===== src/rtl/y86_stage_reg.sv =====
// Y86-64 pipeline stage register: bubble/stall control, optional freeze on a
// captured exception, sticky stall/bubble conflict flag and saturating event counters.
module y86_stage_reg #(
  parameter int unsigned          WORD_W        = 64,
  parameter int unsigned          STAT_W        = 3,
  parameter logic [3:0]           BUBBLE_ICODE  = 4'h1,
  parameter logic [STAT_W-1:0]    BUBBLE_STAT   = STAT_W'(1),
  parameter bit                   FREEZE_ON_EXC = 1'b0,
  parameter int unsigned          CNT_W         = 16
) (
  input  logic              clk,
  input  logic              reset,
  input  logic              in_stall,
  input  logic              in_bubble,
  input  logic              in_valid,
  input  logic [STAT_W-1:0] in_stat,
  input  logic [3:0]        in_icode,
  input  logic [3:0]        in_ifun,
  input  logic [3:0]        in_rA,
  input  logic [3:0]        in_rB,
  input  logic [WORD_W-1:0] in_valC,
  input  logic [WORD_W-1:0] in_valP,
  input  logic              cnt_clr,
  output logic              out_valid,
  output logic [STAT_W-1:0] out_stat,
  output logic [3:0]        out_icode,
  output logic [3:0]        out_ifun,
  output logic [3:0]        out_rA,
  output logic [3:0]        out_rB,
  output logic [WORD_W-1:0] out_valC,
  output logic [WORD_W-1:0] out_valP,
  output logic              frozen,
  output logic              conflict,
  output logic [CNT_W-1:0]  stall_cnt,
  output logic [CNT_W-1:0]  bubble_cnt
);

  localparam logic [STAT_W-1:0] STAT_AOK = STAT_W'(1);
  localparam logic [3:0]        RNONE    = 4'hF;
  localparam logic [CNT_W-1:0]  CNT_MAX  = '1;

  logic              valid_q;
  logic [STAT_W-1:0] stat_q;
  logic [3:0]        icode_q, ifun_q, ra_q, rb_q;
  logic [WORD_W-1:0] valc_q, valp_q;
  logic              frozen_q, frozen_d;
  logic              conflict_q, conflict_d;
  logic [CNT_W-1:0]  stall_cnt_q, stall_cnt_d;
  logic [CNT_W-1:0]  bubble_cnt_q, bubble_cnt_d;

  logic take_bubble, take_stall, take_load;

  // A frozen register ignores stall/bubble entirely, so none of the paths fire.
  assign take_bubble = !frozen_q && in_bubble;
  assign take_stall  = !frozen_q && in_stall && !in_bubble;
  assign take_load   = !frozen_q && !in_stall && !in_bubble;

  always_comb begin
    frozen_d     = frozen_q;
    conflict_d   = conflict_q | (!frozen_q && in_stall && in_bubble);
    stall_cnt_d  = stall_cnt_q;
    bubble_cnt_d = bubble_cnt_q;
    if (FREEZE_ON_EXC && take_load && in_valid && (in_stat != STAT_AOK))
      frozen_d = 1'b1;
    if (!frozen_q) begin
      if (cnt_clr) begin
        stall_cnt_d  = '0;
        bubble_cnt_d = '0;
      end else begin
        if (take_stall && (stall_cnt_q != CNT_MAX))
          stall_cnt_d = stall_cnt_q + CNT_W'(1);
        if (take_bubble && (bubble_cnt_q != CNT_MAX))
          bubble_cnt_d = bubble_cnt_q + CNT_W'(1);
      end
    end
  end

  always_ff @(posedge clk) begin
    if (reset) begin
      valid_q      <= 1'b0;
      stat_q       <= BUBBLE_STAT;
      icode_q      <= BUBBLE_ICODE;
      ifun_q       <= 4'h0;
      ra_q         <= RNONE;
      rb_q         <= RNONE;
      valc_q       <= '0;
      valp_q       <= '0;
      frozen_q     <= 1'b0;
      conflict_q   <= 1'b0;
      stall_cnt_q  <= '0;
      bubble_cnt_q <= '0;
    end else begin
      frozen_q     <= frozen_d;
      conflict_q   <= conflict_d;
      stall_cnt_q  <= stall_cnt_d;
      bubble_cnt_q <= bubble_cnt_d;
      if (take_bubble) begin
        valid_q <= 1'b0;
        stat_q  <= BUBBLE_STAT;
        icode_q <= BUBBLE_ICODE;
        ifun_q  <= 4'h0;
        ra_q    <= RNONE;
        rb_q    <= RNONE;
        valc_q  <= '0;
        valp_q  <= '0;
      end else if (take_load) begin
        valid_q <= in_valid;
        stat_q  <= in_stat;
        icode_q <= in_icode;
        ifun_q  <= in_ifun;
        ra_q    <= in_rA;
        rb_q    <= in_rB;
        valc_q  <= in_valC;
        valp_q  <= in_valP;
      end
    end
  end

  assign out_valid  = valid_q;
  assign out_stat   = stat_q;
  assign out_icode  = icode_q;
  assign out_ifun   = ifun_q;
  assign out_rA     = ra_q;
  assign out_rB     = rb_q;
  assign out_valC   = valc_q;
  assign out_valP   = valp_q;
  assign frozen     = frozen_q;
  assign conflict   = conflict_q;
  assign stall_cnt  = stall_cnt_q;
  assign bubble_cnt = bubble_cnt_q;

endmodule


===== config.mk =====
export PLATFORM = sky130hd
export DESIGN_NAME = y86_stage_reg
export DESIGN_NICKNAME = d
export VERILOG_FILES = /design/src/rtl/y86_stage_reg.sv
export SDC_FILE = /design/constraint.sdc
export NUM_CORES = 1
export LEC_CHECK = 0
export CORE_MARGIN = 4
export CORE_UTILIZATION = 40
export CTS_CLUSTER_DIAMETER = 120
export CTS_CLUSTER_SIZE = 24
export DETAILED_ROUTE_END_ITERATION = 6
export PLACE_DENSITY = 0.89
export SKIP_LAST_GASP = 1
export SLEW_MARGIN = 20
export SYNTH_ARGS = -nofsm -noshare
export SYNTH_HDL_FRONTEND = slang
export SYNTH_SLANG_ARGS = --single-unit

===== constraint.sdc =====
create_clock -name clk -period 2 [get_ports clk]
set_input_delay 0.6 -clock clk [delete_from_list [all_inputs] [get_ports clk]]
set_output_delay 0.6 -clock clk [all_outputs]
set_load 0.02 [all_outputs]

---- Word level (Yosys, flattened, before mapping) ----
Index checks and enable logic that the tools add are counted.
storage, ports and cells
  register bits after elaboration ......... 181
  input bits .............................. 153
  output and inout bits ................... 182
  logic and storage cells ................. 30
cells by class
  $add $sub $neg .......................... 2
  equality and inequality tests ........... 2
  mux-type cells .......................... 4
  bitwise operators ....................... 1
  reduce and logical (&&, ||, !) cells .... 10
operators with widths
  cell                   count
  $mux 16                4
  $add 16x1->16 const B  2
  $ne 16x16->1 const B   2
  $logic_and 1x1->1      5
  $reduce_bool 2->1      2
  $logic_not 1->1        2
  $reduce_or 2->1        1
  $or 1x1->1             1

---- Logic depth before layout (Yosys ltp) ----
  depth in word-level cells ............... 5
  depth in mapped cells ................... 7
  mapped depth without buffers ............ 6

---- Worst setup path after synthesis ----
Ideal clock, no wire load.
  path type ............................... in2reg
  from .................................... input port in_stall
  to ...................................... register stall_cnt_q[13] (netlist: stall_cnt[13])
  library setup time ...................... 128 ps
  arrival time ............................ 1760 ps
  data required time ...................... 1872 ps
  path slack .............................. 113 ps
  cell stages on the path ................. 6
  buffers on the path ..................... 1
  cells stage by stage .................... buf_2 and4b_1 or3b_4 a211oi_2 xnor2_1 nor2_1
on the way
  word-level cells in the longest chain between the ends .. 3
RTL lines
  what                         line  text
  start, declared              13    input logic in_stall,
  $logic_and 1x1->1            55    assign take_stall = !frozen_q && in_stall && !in_bubble;
  $logic_and 1x1->1            70    if (take_stall && (stall_cnt_q != CNT_MAX))
  $reduce_bool 2->1 (no line)  -
  end signal, assigned         95    stall_cnt_q <= stall_cnt_d;
  end, declared                48    logic [CNT_W-1:0] stall_cnt_q, stall_cnt_d;
Every way passes these cells.
A chain may end at the register's enable or synchronous reset.

---- Worst setup path after layout ----
  from .................................... register valp_q[59] (netlist: out_valP[59])
  to ...................................... output port out_valP[59]
RTL lines
  what                    line  text
  start, declared         45    logic [WORD_W-1:0] valc_q, valp_q;
  start signal, assigned  114   valp_q <= in_valP;
  end, declared           31    output logic [WORD_W-1:0] out_valP,
No word-level cell between the ends.

==> impl_metrics.csv <==
group,metric,value,unit
run_status,status,"finished, final reports clean",
placement,postPlaceCellArea,10400,um^2
die,die_y,138,um
logic_synthesis,synth_edf_count,0,
cells_and_area,register_area,3620,um^2
logic_synthesis,netlist_instances,670,
logic_synthesis,ys_types,36,
logic_synthesis,synth_compound_area_frac,0.0278,
timing,setup_viol,0,
grt,grt_use_total,0.202,
die,rows,47,
logic_synthesis,yosys.area.top_type,"dfxtp_1",
timing,finClkSkew,0.00987,ns
timing,worst_hold_slack,0.467,ns
die,die_area,19000,um^2
power,switchingPower,1.91,mW
cells_and_area,nFillCells,1277,
placement,post-place-ws,-0.347,ns
logic_synthesis,ys_seq_elements,181,
die,pin_count,335,
routing,dr.pass1.iters,5,
cells_and_area,fin_area,11000,um^2
power,pwr-share-seq,0.473,
timing,fin_crit_sh,0.978,
logic_synthesis,yosysSeqAreaShare,0.536,
timing,slew_viol_final,0,
clocking,path_clk_slew,0.07,ns
logic_synthesis,synth_top_family_by_area,"multiplexers",
worst_setup_path,crit_type,"reg -> out",
clocking,root_buffer,"clkbuf_16",
cells_and_area,multi_input_area,2960,um^2
die,start_util,0.407,
cells_and_area,nets,1157,
logic_synthesis,ys.flop_type,"dfxtp_1",
die,core,16600,um^2
cells_and_area,drive_gt1_frac,0.0552,
logic_synthesis,yosys.area_share.simple,0.155,
grt,grt_first_pass_wirelength,30.0,mm
worst_setup_path,required,1.40,ns
placement,gp_congestion,0.832,
timing,max_clock_freq,511,MHz
worst_setup_path,critPathMaxFanout,2,
worst_setup_path,critPathLaunchType,"flip-flop",
routing,vias,5948,
clocking,cts_max_level,4,
clocking,clk_latency,0.42,ns
logic_synthesis,yosys.area.top_type_share,0.536,
logic_synthesis,synthAdderAreaFrac,0.00370,
timing,tightest_slew,0.586,ns
worst_setup_path,endpoint_kind,"output port",
routing,viasPerCell,4.82,
cells_and_area,final_common_cell,"dfxtp_1",
grt,grt_max_degree,79,
power,cellPowerDensity,720,nW/um^2
logic_synthesis,synthXorXnorAreaFrac,0.0311,
clocking,cts_setup_buffers,0,
power,intPower,6.02,mW
clocking,clockBufferDepth,2,
logic_synthesis,async_flop_share,0,
routing,wire_per_inst,16.4,um
cells_and_area,antenna_cells,0,
cells_and_area,area_delta_synth_final,63.0,%
routing,finalWirelength,20.3,mm
routing,antenna_left,0,
placement,hpwl,14.9,mm
power,ir_drop,0.590,mV
timing,hold_violations,0,
clocking,cts_hold_buf,0,
logic_synthesis,synth_mux_area_frac,0.219,
min_path,hold_class,"reg -> reg",
timing,period_needed,1.96,ns
timing,timing.setup.tns,0,ns
die,die_w,138,um
placement,numPlacedInstances,1203,
logic_synthesis,syn_area_per_cell,10.1,um^2
worst_setup_path,crit_path_cell_trace,"clkdlybuf4s50_1",
power,p_comb_frac,0.128,
routing,drc,0,
grt,antenna_found_initial,1,
logic_synthesis,syn_nets,825,
logic_synthesis,synth_area,6760,um^2
clocking,cts_buffers,17,
clocking,cts_tree,"built",
worst_setup_path,crit_family,"buffers and inverters",
clocking,numClockSinks,181,
routing,drt-initial-drc-count,236,
grt,grt_pass1_vias,5844,
grt,grt.overflow.total,0,
worst_setup_path,critPathSlowestCell,"clkdlybuf4s50_1",
worst_setup_path,critPathArrivalTime,1.36,ns
worst_setup_path,worst-path-buf-inv,1,
logic_synthesis,ys_warn_count,0,
cells_and_area,final_cell_mix,"181 x dfxtp_1, 170 x nor2_1, 161 x clkdlybuf4s50_1",
power,switching_share,0.241,
timing,max-slew-margin-rel,0.609,
run,drv_cap,0,
power,leakagePower,5.91,nW
placement,port_buffers,333,
worst_setup_path,max_stage_delay,0.61,ns
power,clockPowerShare,0.399,
logic_synthesis,synthTopCellsByArea,"dfxtp_1 54%, mux2i_1 22%, nor2_1 9.4%, xnor2_1 3.1%, clkbuf_1 1.3%",
cells_and_area,final_cells,1235,
timing,setup_ws,0.0448,ns
final cells by class:
class                           count  area share
Timing Repair Buffer              352       0.327
Clock inverter                     12     0.00932
Tap cell                          220      0.0250
Clock buffer                       20      0.0406
Inverter                            3     0.00102
Sequential cell                   181       0.329
Multi-Input combinational cell    447       0.268
cells in the mapped netlist (2+ instances only):
library cell / count
a211oi_1: 5
a211oi_2: 2
a21boi_1: 2
a21oi_1: 13
and3_1: 2
and4_1: 4
buf_2: 14
clkbuf_1: 23
dfxtp_1: 181
ha_1: 2
inv_1: 3
mux2i_1: 148
nand2_1: 23
nand3_1: 12
nand4_1: 8
nor2_1: 170
nor3_1: 6
nor3b_1: 3
nor4_1: 3
o21ai_1: 4
or2_1: 3
or3_1: 2
xnor2_1: 24
state kept, by name, indices dropped and copies added, names as in the netlist:
register	count
out_ifun	4
out_valid	1
out_icode	4
stall_cnt	16
out_stat	3
bubble_cnt	16
out_rA	4
out_valP	64
out_valC	64
conflict	1
out_rB	4
through the flow:
step,util,total power [mW]
CTS,0.654,8.05
floorplan,-,4.29
global route,0.664,8.26
global placement,0.628,4.88
detailed placement,0.628,4.90
finish,0.664,7.93
power by group through the flow:
stage | Combinational, mW | Clock (mW) | Sequential, mW
after floorplan | 0.335 | 0 | 3.96
after global placement | 1.05 | 0 | 3.83
after detailed placement | 1.06 | 0 | 3.84
after CTS | 1.03 | 3.27 | 3.76
after global routing | 1.08 | 3.41 | 3.77
final | 1.02 | 3.16 | 3.76
kinds of logic after synthesis:
family,count (synthesis)
multiplexers,148
adder cells (fa/ha/maj),2
buffers and inverters,42
XOR/XNOR,24
flip-flops,181
other,1
AO/OA/AOI/OAI,29
AND/OR/NAND/NOR,243
worst paths after layout:
kind	start	end	slack [ns]	depth (start not counted)
min reg2reg	out_rA[1]	out_rA[1]	0.47	2
max reg2reg	bubble_cnt[0]	bubble_cnt[15]	0.20	6
min	out_rA[1]	out_rA[1]	0.47	2
max	out_valP[59]	out_valP[59]	0.04	1
timing repair:
action | in CTS | in global routing
endpoints found under the hold margin | 0 | 0
cloned | 0 | 0
setup endpoints to repair | 103 | 68
resized for setup | 103 | 68
layer usage:
layer | vias up | share of wire | GRT usage | routed length, um
met5 | - | 0.00064 | 0 | 13
met4 | 2 | 0.021 | 0.0626 | 427
met3 | 32 | 0.088 | 0.0878 | 1780
met2 | 202 | 0.51 | 0.347 | 10400
met1 | 2791 | 0.38 | 0.225 | 7680
li1 | 2921 | - | - | -
(Power assumes the default switching activity.)
